<file path="src/rtl/mips_pkg.sv">
// Shared MIPS core definitions: reset PC, nop encoding and the fetch-queue entry layout.
package mips_pkg;

  localparam logic [31:0] PC_RESET_DEFAULT = 32'h0000_3000;
  localparam logic [31:0] INSTR_NOP        = 32'h0000_0000;

  typedef struct packed {
    logic [31:0] pc;
    logic [31:0] instr;
    logic        fault;
  } fetch_entry_t;

  localparam int ENTRY_W = $bits(fetch_entry_t);

  // Instruction addresses are always word aligned; the low two bits are dropped.
  function automatic logic [31:0] word_align(input logic [31:0] addr);
    return addr & 32'hFFFF_FFFC;
  endfunction

endpackage

</file>
<file path="src/rtl/fetch_queue.sv">
// Small synchronous FIFO of fetch entries with a registered head; flush overrides push/pop.
module fetch_queue
  import mips_pkg::*;
#(
  parameter int QDEPTH = 2
) (
  input  logic                          clk,
  input  logic                          rst_n,
  input  logic                          flush_i,
  input  logic                          push_i,
  input  logic [ENTRY_W-1:0]            push_entry_i,
  input  logic                          pop_i,
  output logic [$clog2(QDEPTH+1)-1:0]   count_o,
  output logic                          head_valid_o,
  output logic [ENTRY_W-1:0]            head_o
);

  localparam int PW = (QDEPTH > 1) ? $clog2(QDEPTH) : 1;
  localparam int CW = $clog2(QDEPTH + 1);

  fetch_entry_t  mem_q [QDEPTH];
  fetch_entry_t  push_entry;
  fetch_entry_t  head_q, head_d;
  logic [PW-1:0] rd_ptr_q, rd_ptr_d;
  logic [PW-1:0] wr_ptr_q, wr_ptr_d;
  logic [CW-1:0] count_q, count_d;
  logic          valid_q, valid_d;
  logic          do_push, do_pop;

  assign push_entry = fetch_entry_t'(push_entry_i);
  assign do_pop     = pop_i & (count_q != '0);
  assign do_push    = push_i & ((count_q != CW'(QDEPTH)) | do_pop);

  always_comb begin
    rd_ptr_d = rd_ptr_q;
    wr_ptr_d = wr_ptr_q;
    count_d  = count_q + CW'(do_push) - CW'(do_pop);
    if (do_pop) begin
      rd_ptr_d = rd_ptr_q + PW'(1);
    end
    if (do_push) begin
      wr_ptr_d = wr_ptr_q + PW'(1);
    end
    valid_d = (count_d != '0);
    // The new head may be the word being written this very cycle.
    if (!valid_d) begin
      head_d = '0;
    end else if (do_push && (wr_ptr_q == rd_ptr_d)) begin
      head_d = push_entry;
    end else begin
      head_d = mem_q[rd_ptr_d];
    end
    if (flush_i) begin
      rd_ptr_d = '0;
      wr_ptr_d = '0;
      count_d  = '0;
      valid_d  = 1'b0;
      head_d   = '0;
    end
  end

  always_ff @(posedge clk) begin
    if (do_push && !flush_i) begin
      mem_q[wr_ptr_q] <= push_entry;
    end
  end

  always_ff @(posedge clk or negedge rst_n) begin
    if (!rst_n) begin
      rd_ptr_q <= '0;
      wr_ptr_q <= '0;
      count_q  <= '0;
      valid_q  <= 1'b0;
      head_q   <= '0;
    end else begin
      rd_ptr_q <= rd_ptr_d;
      wr_ptr_q <= wr_ptr_d;
      count_q  <= count_d;
      valid_q  <= valid_d;
      head_q   <= head_d;
    end
  end

  assign count_o      = count_q;
  assign head_valid_o = valid_q;
  assign head_o       = head_q;

endmodule

</file>
<file path="src/rtl/fetch_unit.sv">
// Instruction fetch: owns the PC, reads the combinational instruction memory and queues words for decode.
// Optional feature macro FETCH_ADDR_CHECK_EN: range-checks the PC, emits one faulting nop and halts.
module fetch_unit
  import mips_pkg::*;
#(
  parameter logic [31:0] PC_RESET = PC_RESET_DEFAULT,
  parameter int          IM_DEPTH = 4096,
  parameter int          QDEPTH   = 2
) (
  input  logic        clk,
  input  logic        rst_n,
  output logic [31:0] im_addr,
  input  logic [31:0] im_instr,
  input  logic        redirect_valid,
  input  logic [31:0] redirect_pc,
  output logic        id_valid,
  input  logic        id_ready,
  output logic [31:0] id_instr,
  output logic [31:0] id_pc,
  output logic [31:0] id_pc8,
  output logic        fetch_fault
);

  localparam int CW = $clog2(QDEPTH + 1);

  logic [31:0]        pc_q, pc_d;
  logic [CW-1:0]      q_count;
  logic               q_valid;
  logic [ENTRY_W-1:0] head_bits;
  fetch_entry_t       head;
  fetch_entry_t       push_entry;
  logic               pop, push, halted, pc_fault;

  assign pop  = q_valid & id_ready;
  assign push = !redirect_valid & !halted & ((q_count < CW'(QDEPTH)) | pop);

`ifdef FETCH_ADDR_CHECK_EN
  localparam logic [32:0] PC_LIMIT = {1'b0, PC_RESET} + (33'(IM_DEPTH) * 33'd4);

  logic halted_q, halted_d;

  assign pc_fault = (pc_q < PC_RESET) | ({1'b0, pc_q} >= PC_LIMIT);

  // A faulting fetch is delivered once; fetch then stalls until decode redirects it.
  always_comb begin
    halted_d = halted_q;
    if (redirect_valid) begin
      halted_d = 1'b0;
    end else if (push && pc_fault) begin
      halted_d = 1'b1;
    end
  end

  always_ff @(posedge clk or negedge rst_n) begin
    if (!rst_n) begin
      halted_q <= 1'b0;
    end else begin
      halted_q <= halted_d;
    end
  end

  assign halted = halted_q;
`else
  assign pc_fault = 1'b0;
  assign halted   = 1'b0;
`endif

  assign push_entry = '{pc: pc_q, instr: (pc_fault ? INSTR_NOP : im_instr), fault: pc_fault};

  always_comb begin
    pc_d = pc_q;
    if (redirect_valid) begin
      pc_d = word_align(redirect_pc);
    end else if (push) begin
      pc_d = pc_q + 32'd4;
    end
  end

  always_ff @(posedge clk or negedge rst_n) begin
    if (!rst_n) begin
      pc_q <= PC_RESET;
    end else begin
      pc_q <= pc_d;
    end
  end

  fetch_queue #(
    .QDEPTH(QDEPTH)
  ) u_queue (
    .clk          (clk),
    .rst_n        (rst_n),
    .flush_i      (redirect_valid),
    .push_i       (push),
    .push_entry_i (push_entry),
    .pop_i        (pop),
    .count_o      (q_count),
    .head_valid_o (q_valid),
    .head_o       (head_bits)
  );

  assign head        = fetch_entry_t'(head_bits);
  assign im_addr     = pc_q;
  assign id_valid    = q_valid;
  assign id_instr    = head.instr;
  assign id_pc       = head.pc;
  // Link value is zero while the head is empty so reset presents all-zero outputs.
  assign id_pc8      = q_valid ? (head.pc + 32'd8) : 32'd0;
  assign fetch_fault = head.fault;

endmodule

</file>
<file path="config.mk">
export PLATFORM = sky130hd
export DESIGN_NAME = fetch_unit
export DESIGN_NICKNAME = d
export VERILOG_FILES = /design/src/rtl/mips_pkg.sv /design/src/rtl/fetch_queue.sv /design/src/rtl/fetch_unit.sv
export SDC_FILE = /design/constraint.sdc
export NUM_CORES = 1
export LEC_CHECK = 0
export CORE_ASPECT_RATIO = 2
export CORE_MARGIN = 2
export CORE_UTILIZATION = 49
export DETAILED_ROUTE_END_ITERATION = 7
export PLACE_DENSITY = 0.76
export SYNTH_ARGS = -nofsm -noshare
export SYNTH_HDL_FRONTEND = slang
export SYNTH_HIERARCHICAL = 1
export SYNTH_SLANG_ARGS = --single-unit
</file>
<file path="constraint.sdc">
create_clock -name clk -period 9.2 [get_ports clk]
set_input_delay 1.84 -clock clk [delete_from_list [all_inputs] [get_ports clk]]
set_output_delay 1.84 -clock clk [all_outputs]
set_load 0.05 [all_outputs]
</file>
==> results_dict.tcl <==
set metrics [dict create \
    critPathLaunchType "flop" \
    worstSetupEndpointType "output port" \
    io_buffer_count 193 \
    hold_buffers 0 \
    p_clk_share_pct 23.1 \
    antenna_cells 0 \
    dpl.cell_count 1193 \
    clock-sinks 230 \
    grt_overflow 0 \
    finalNetCount 1021 \
    cts_buffers 20 \
    antenna_found_initial 0 \
    final_util_pct 64.0 \
    wirelength_um 23400 \
    clock_latency_ns 0.49 \
    dieArea_um2 21800 \
    worst-path-max-fanout 11 \
    p_int_mw 2.34 \
    vdd_drop_max_uv 228 \
    grtUsageTotal_pct 21.1 \
    io_pins 198 \
    cap_viol_max_count 0 \
    grt_max_degree 69 \
    clock_tree.root_cell "clkbuf_16" \
    row_count 74 \
    cts_tree "built" \
    fp.coreArea_um2 20300 \
    synth-compound-area-share_pct 7.01 \
    synth-xor-area-share_pct 5.11 \
    fin_crit_ns 5.21 \
    yosys-top-cells-area "edfxtp_1 39%, dfrtp_1 24%, mux2i_1 6.8%" \
    fillers 1533 \
    multi_input_area_um2 3480 \
    setup_viol 0 \
    gp_congestion 0.778 \
    max_freq_ghz 0.192 \
    crit_slowest_cell "clkdlybuf4s50_1" \
    hold_viol 0 \
    grt_first_pass_wirelength_um 36100 \
    synth_flop_cell "edfxtp_1" \
    postCtsSetupBuffers 0 \
    p_leak_nw 5.09 \
    required_ns 7.36 \
    crit_type "reg -> out" \
    syn_inst 764 \
    synthMuxAreaShare_pct 6.75 \
    run_status "finished clean" \
    yosysMostFrequentCell "edfxtp_1" \
    p_sw_mw 1.53 \
    ys.warnings.count 6 \
    p_seq_share_pct 37.4 \
    ant_nets 0 \
    dpl_cell_area_um2 12300 \
    rsz0062_at_grt "no" \
    start_util_pct 49.7 \
    synth_top_family_by_area "simple AND/OR/NAND/NOR gates" \
    power.total_mw 3.86 \
    drtPass1Iterations 4 \
    cts-resized-gates 0 \
    avgRoutedWirePerCell_um 19.0 \
    post-dp-hpwl_um 15200 \
    ys_ff_latch 230 \
    netlist.area_leader.share_pct 38.7 \
    hold_path.class "reg -> reg" \
    ys_types 40 \
    fin_cells 1229 \
    skew_ns 0.0122 \
    netlist_top_cells_count "130 x edfxtp_1, 98 x dfrtp_1, 68 x mux2i_1, 66 x nor3b_1, 65 x a211oi_1" \
    max-slew-margin-rel_pct 23.6 \
    die_w_um 105 \
    maxSlewViolCount 0 \
    drtIter0Drc 258 \
    slowest_delay_ns 0.83 \
    regArea_um2 6410 \
    cts.path.max_buffers 3 \
    setup-tns-final_ns 0 \
    synth_fa_ha_area_share_pct 0.496 \
    crit_chain "and3_1, nand4_1, nor4_1, xor2_1, and2_1, clkdlybuf4s50_1" \
    drive_above_1_share_pct 6.23 \
    viasPerCell 5.41 \
    syn_area_um2 10100 \
    crit_arrival_ns 3.37 \
    clk_pin_slew_ns 0.07 \
    async_reset_ff_share_pct 43.5 \
    yosysSeqAreaShare_pct 63.6 \
    avgSynthCellArea_um2 13.2 \
    synth_edf_count 130 \
    drc 0 \
    h-tree-depth 1 \
    switching_share_pct 39.5 \
    fp.dieH_um 207 \
    power_frac_comb_pct 39.4 \
    yosys.area.top_type "edfxtp_1" \
    worstMarginPinSlew_ns 1.14 \
    post-route-cell-area_um2 13000 \
    timing.final.crit_share_pct 56.6 \
    area_growth_pct 28.7 \
    power_density_nw_per_um2 298 \
    grt_pass1_vias 6739 \
    num_vias 6653 \
    synth-simple-area-share_pct 14.2 \
]
==> registers in the layout, indices dropped and copies added, names as in the netlist <==
signal	count
u_queue/head_valid_o	1
u_queue/mem_q	130
im_addr	30
u_queue/head_o	65
u_queue/rd_ptr_q	1
u_queue/count_o	2
u_queue/wr_ptr_q	1
==> power groups by stage <==
stage               clock (mW)  combinational [mW]  sequential, mW
floorplan                    0               0.731            1.77
global placement             0                1.51            1.46
detailed placement           0                1.53            1.47
CTS                      0.911                1.54            1.45
global route             0.948                1.62            1.47
finish                   0.894                1.52            1.45
==> cells in the final DEF (no fill, tap or decap), drive strengths merged <==
cell type,netlist,final
bufinv,0,3
buf,27,14
edfxtp,130,130
xor2,40,40
nor2,11,11
ha,4,4
clkinv,0,5
nor3,10,10
nor2b,4,4
inv,7,9
dfstp,2,2
clkbuf,25,26
nand2,49,49
clkdlybuf4s50,0,191
a22oi,1,1
nand3,26,26
o31ai,1,1
nor4,8,8
dfrtp,98,98
or3,2,2
o21a,1,1
a21bo,1,1
nor3b,66,66
and3,4,4
nand4,17,17
and4,4,4
mux2i,68,68
a21boi,3,3
nand2b,2,2
o21ai,32,32
a211oi,65,65
or4,1,1
xnor2,18,18
conb,1,11
and2,36,36
==> worst max-delay path: cells and delay by family, from the launching register on <==
kind                      cells  cell delay (ns)
buffers and inverters         1             0.83
DFF                           1             0.47
xor gates and xnor gates      1             0.17
and+or+nand+nor               4             1.40
==> routing by layer <==
layer / GRT usage (%) / share of wire (%) / wire, µm / vias up
met4: 7.14 / 2.6 / 600 / 0
li1: - / - / - / 3167
met3: 3.01 / 4.7 / 1090 / 33
met2: 40.5 / 56 / 13000 / 166
met1: 23.7 / 37 / 8710 / 3287
met5: 0 / 0 / 0 / -
==> final cells by class <==
cell class / instances / area share (%)
multi-input combinational: 485 / 26.9
inverter: 7 / 0.203
sequential: 230 / 49.4
tap: 266 / 2.57
clock inverter: 10 / 1.02
timing repair buffer: 205 / 15.5
clock buffer: 26 / 4.43
==> metrics by stage <==
step / setup slack (ns) / hold WS [ns]
final: 3.99 / 0.578
after CTS: 3.96 / 0.579
after global routing: 3.84 / 0.591
after global placement: 4.13 / 0.548
after detailed placement: 4.07 / 0.559
after floorplan: 1.00 / 0.556
==> worst paths after layout <==
path	endpoint	cells past startpoint	startpoint	slack, ns
setup reg to reg	u_queue/head_o[57]	10	u_queue/head_valid_o	5.49
min in group asynchronous	u_queue/head_o[6]	1	rst_n	1.39
setup / recovery	id_pc8[31]	6	u_queue/head_o[42]	3.99
hold / removal	u_queue/mem_q[0][45]	0	im_addr[12]	0.58
max in group asynchronous	u_queue/head_o[46]	2	rst_n	6.63
hold reg to reg	u_queue/mem_q[0][45]	0	im_addr[12]	0.58
==> cell families after synthesis <==
logic type,count (synthesis)
buffers and inverters,59
AND/OR/NAND/NOR,240
other,1
adder cells (fa/ha/maj),4
XOR/XNOR,58
multiplexers,68
flip-flops,230
AO/OA/AOI/OAI,104
Note: power is estimated with default switching activity, not from simulation.
